## src/rtl/alu_issue.sv

```systemverilog
// Decode/operand-issue stage in front of the cpu32 ALU: 16x32 register file,
// per-register pending scoreboard, registered ALU operation output, writeback port.
module alu_issue #(
  parameter int unsigned NREGS           = 16,
  parameter int unsigned RESET_PC_UNUSED = 0
) (
  input  logic        clk,
  input  logic        reset,
  input  logic        in_valid,
  input  logic [31:0] in_instr,
  output logic        in_ready,
  output logic        out_valid,
  input  logic        out_ready,
  output logic [3:0]  alu_opcode,
  output logic [31:0] alu_left,
  output logic [31:0] alu_right,
  output logic [3:0]  alu_dst,
  input  logic        wb_en,
  input  logic [3:0]  wb_sel,
  input  logic [31:0] wb_data,
  output logic        illegal
);

  typedef enum logic [3:0] {
    MAJ_REG = 4'h0,
    MAJ_IMM = 4'h1
  } major_e;

  logic [31:0]      regs [NREGS];
  logic [NREGS-1:0] pending, pending_nxt;

  major_e      major;
  logic [3:0]  fa, fb, fc;
  logic [15:0] imm;
  logic        is_reg, is_imm, legal;
  logic        busy_a, busy_b, busy_c, blocked, room, xfer, issue;
  logic [31:0] opnd_b, opnd_c;

  if (RESET_PC_UNUSED != 0) begin : g_reserved
  end

  always_comb begin
    major  = major_e'(in_instr[31:28]);
    fa     = in_instr[27:24];
    fb     = in_instr[23:20];
    fc     = in_instr[19:16];
    imm    = in_instr[15:0];
    is_reg = (major == MAJ_REG);
    is_imm = (major == MAJ_IMM);
    legal  = is_reg || is_imm;

    // A register being written back this cycle no longer blocks its readers.
    busy_a = (fa != '0) && pending[fa] && !(wb_en && (wb_sel == fa));
    busy_b = (fb != '0) && pending[fb] && !(wb_en && (wb_sel == fb));
    busy_c = (fc != '0) && pending[fc] && !(wb_en && (wb_sel == fc));

    blocked  = legal && (busy_a || busy_b || (is_reg && busy_c));
    room     = !out_valid || out_ready;
    in_ready = !blocked && room;
    xfer     = in_valid && in_ready;
    issue    = xfer && legal;

    opnd_b = (fb == '0) ? '0 : ((wb_en && (wb_sel == fb)) ? wb_data : regs[fb]);
    opnd_c = (fc == '0) ? '0 : ((wb_en && (wb_sel == fc)) ? wb_data : regs[fc]);

    // Clear on writeback first so a same-cycle issue to that register wins.
    pending_nxt = pending;
    if (wb_en) pending_nxt[wb_sel] = 1'b0;
    if (issue && (fa != '0)) pending_nxt[fa] = 1'b1;
    pending_nxt[0] = 1'b0;
  end

  always_ff @(posedge clk or posedge reset) begin
    if (reset) begin
      for (int unsigned i = 0; i < NREGS; i++) regs[i] <= '0;
    end else if (wb_en && (wb_sel != '0)) begin
      regs[wb_sel] <= wb_data;
    end
  end

  always_ff @(posedge clk or posedge reset) begin
    if (reset) begin
      pending    <= '0;
      out_valid  <= 1'b0;
      illegal    <= 1'b0;
      alu_opcode <= '0;
      alu_left   <= '0;
      alu_right  <= '0;
      alu_dst    <= '0;
    end else begin
      pending <= pending_nxt;
      illegal <= xfer && !legal;
      if (issue) begin
        out_valid  <= 1'b1;
        alu_opcode <= is_reg ? imm[3:0] : fc;
        alu_left   <= opnd_b;
        alu_right  <= is_reg ? opnd_c : {16'h0000, imm};
        alu_dst    <= fa;
      end else if (out_ready) begin
        out_valid <= 1'b0;
      end
    end
  end

endmodule

```

## config.mk

```make
export PLATFORM = sky130hd
export DESIGN_NAME = alu_issue
export DESIGN_NICKNAME = d
export VERILOG_FILES = /design/src/rtl/alu_issue.sv
export SDC_FILE = /design/constraint.sdc
export NUM_CORES = 1
export LEC_CHECK = 0
export BUFFER_PORTS_ARGS = -buffer_cell sky130_fd_sc_hd__buf_2
export CAP_MARGIN = 20
export CORE_ASPECT_RATIO = 1.2
export CORE_MARGIN = 2
export CORE_UTILIZATION = 26
export DETAILED_ROUTE_END_ITERATION = 7
export PLACE_DENSITY = 0.46
export SLEW_MARGIN = 5
export SYNTH_ARGS = -nofsm -noshare
export SYNTH_HDL_FRONTEND = slang
export SYNTH_SLANG_ARGS = --single-unit
```

## constraint.sdc

```tcl
create_clock -name clk -period 24 [get_ports clk]
set_clock_uncertainty 0.1 [all_clocks]
set_input_delay 6 -clock clk [delete_from_list [all_inputs] [get_ports clk]]
set_output_delay 6 -clock clk [all_outputs]
set_load 0.02 [all_outputs]
```

==> results.cfg <==
[clocking]
path_clk_slew_ns = 0.05
cts_buffer_depth = 3
postCtsHoldBufs = 0
clkLatencyLatePin_ns = 0.63
cts_tree = built
cts_setup_buffers = 0
cts_sinks = 601
postCtsResizedCells = 0
ctsRootBufferMaster = clkbuf_16
htreeDepth = 3
cts_buffers = 74

[synthesis]
synth_edf_count = 0
synth_top_area_share_pct = 47.2
ys.flop_type = dfrtp_1
netlist_instances = 2202
synth.area.top_cells = dfrtp_1, mux2_2, mux4_2, clkbuf_1, mux2i_1
avgSynthCellArea_um2 = 14.5
synth_cell_types = 47
seq_area_frac_synth_pct = 47.2
ys_seq_elements = 601
synth.largest_area_cell = dfrtp_1
ys_async_sr_fraction_pct = 100
yosysWarnings = 0
syn-num-nets = 2275
synth_area_um2 = 31900

[timing]
setup_violations = 0
tightest_slew_ns = 1.12
min_period_ns = 15.27
hold-worst-slack_ns = 0.295
final.setup.tns_ns = 0
rsz0062_at_grt = false
hold_viol = 0
finalMaxSlewViolations = 0
fin_crit_sh_pct = 63.6
fmax_ghz = 0.0655
relSlewSlack_pct = 25.4

[global_routing]
grt_max_degree = 174
grt_pass1_vias = 21900
grt_use_total_pct = 16.2
grt_overflow = 0
antenna_found_initial = 14
grt_pass1_wl_um = 151000

[worst_setup_path]
cp-start-kind = input port
path_class = input port to primary output
slowest_delay_ns = 0.61
end_kind = primary output
cp.required_ns = 17.90
path_buf_inv = 4
critical-path-top-delay-family = buffers and inverters
path_cells = buf_4, buf_4, buf_4, mux2_2, o21ai_0, o32a_1, o32a_2, nand2_1, a21boi_0, buf_2
critPathMaxFanout = 36
arrival_ns = 9.17
critPathSlowestCell = buf_4
path_common_cell = buf_4

[routing]
vias = 19900
drt-pass1-iter-count = 5
wl_per_cell_um = 26.1
drt_iter0_drc = 1188
ant_nets = 0
viasPerCell = 5.10
drt_drc_violations_left = 0
drt_wl_total_um = 102000

[pwr]
p_int_uw = 2360
powerDensity_nw_per_um2 = 89.7
swShare_pct = 28.0
vdd_drop_max_mv = 0.0509
power_frac_comb_pct = 22.0
p_sw_uw = 920
power.share.clock_pct = 35.5
p_leak_uw = 0.0152
power_frac_seq_pct = 42.6

[final_layout]
fillers = 12100
final_nets = 2281
final_cells = 3898
fin_util_pct = 30.1
area_growth_pct = 14.8
fin_area_um2 = 36600
most-common-layout-cells = dfrtp_1, mux2_2, mux4_2, buf_2, nand2_1
drive_gt1_share_pct = 51.4
multi_input_area_um2 = 15900
mostFrequentLayoutCell = dfrtp_1
final-seq-area_um2 = 15000

[job]
maxCapViolCount = 0

[floorplanning]
ios = 148
die_h_um = 388
initial_core_util_pct = 26.2
rows = 140
die_area_um2 = 125000
core-area_um2 = 122000
die_w_um = 324

[placement]
placed_cells = 3764
place_area_um2 = 34100
place_congestion = 0.750
io_buffer_count = 147
dp_hpwl_um = 58400

[hold_path]
min_path_type = flip-flop to flip-flop

[run_status]
status = complete, no violations
==> synth_stat cells, types with 3 or more instances <==
cell	count
dfrtp_1	601
mux2_2	569
mux4_2	264
clkbuf_1	171
nand2_1	90
a21oi_1	64
buf_2	64
mux2i_1	64
nor2b_1	52
a211o_1	48
a211oi_1	48
nor2_1	27
nand3_1	17
o211ai_1	16
buf_1	13
nand2b_1	12
o21ai_0	10
o31ai_1	9
xor2_1	9
o41ai_2	6
mux2_4	4
nor3_1	4
nor4_1	4
or3_1	3
xnor2_1	3
==> worst register-to-register path: stages (launching register included) <==
cell,delay (ns)
dfrtp_1,0.44
mux4_2,0.49
mux2_2,0.28
a2bb2oi_1,0.17
o32a_2,0.23
nand3_4,0.59
buf_4,0.61
mux2_2,0.43
==> final timing paths <==
check | startpoint | endpoint | slack [ns] | cells after the start
worst max-delay path | in_instr[18] | in_ready | 8.73 | 10
worst min-delay path | regs[493] | regs[493] | 0.29 | 0
worst max register to register | pending[14] | alu_left[19] | 20.56 | 7
worst min register to register | regs[493] | regs[493] | 0.29 | 0
max in group asynchronous | reset | regs[156] | 15.83 | 4
min in group asynchronous | reset | alu_left[13] | 5.50 | 2
==> state kept, by name, indices dropped and copies added, names as in the netlist <==
signal and flops:
pending 15, out_valid 1, alu_left 32, alu_dst 4, alu_right 32, illegal 1
regs 512, alu_opcode 4
==> power groups by stage <==
stage	clock network (uW)	logic [uW]	registers, uW
2_1_floorplan	0	520	1400
5_1_grt	1240	775	1430
3_3_place_gp	0	716	1390
6_report	1160	721	1400
4_1_cts	1200	733	1400
3_5_place_dp	0	730	1410
==> metrics by stage <==
| stage | worst slack, ns | power, uW |
|---|---|---|
| 2_1_floorplan | 1.08 | 1920 |
| 3_3_place_gp | 8.68 | 2110 |
| 3_5_place_dp | 8.67 | 2140 |
| 4_1_cts | 8.67 | 3330 |
| 5_1_grt | 8.53 | 3440 |
| 6_report | 8.73 | 3280 |
==> logic make-up after synthesis <==
family	count (synthesis)	share of synthesized area (%)
flip-flops	601	47.2
multiplexers	902	41.0
buffers and inverters	254	3.31
XOR/XNOR	12	0.330
AND/OR/NAND/NOR	220	3.36
AO/OA/AOI/OAI	213	4.81
==> layer usage <==
metal | up-vias | share of wire [%] | global-route usage, %
met5 | - | 0.032 | 0
met4 | 6 | 2.5 | 4.97
met3 | 163 | 4.0 | 2.33
met2 | 487 | 52 | 28.7
met1 | 10900 | 42 | 20.3
li1 | 8378 | - | -
==> layout make-up <==
cell class / count / area share, %
multi-input cells: 1347 / 43.4
flip-flops and latches: 601 / 41.1
clock inverters: 27 / 1.04
clock buffers: 104 / 5.84
diodes: 2 / 0.0137
well taps: 1633 / 5.58
repair buffers: 182 / 2.96
inverters: 2 / 0.0410
No activity file was read; power rests on OpenSTA's default activity.
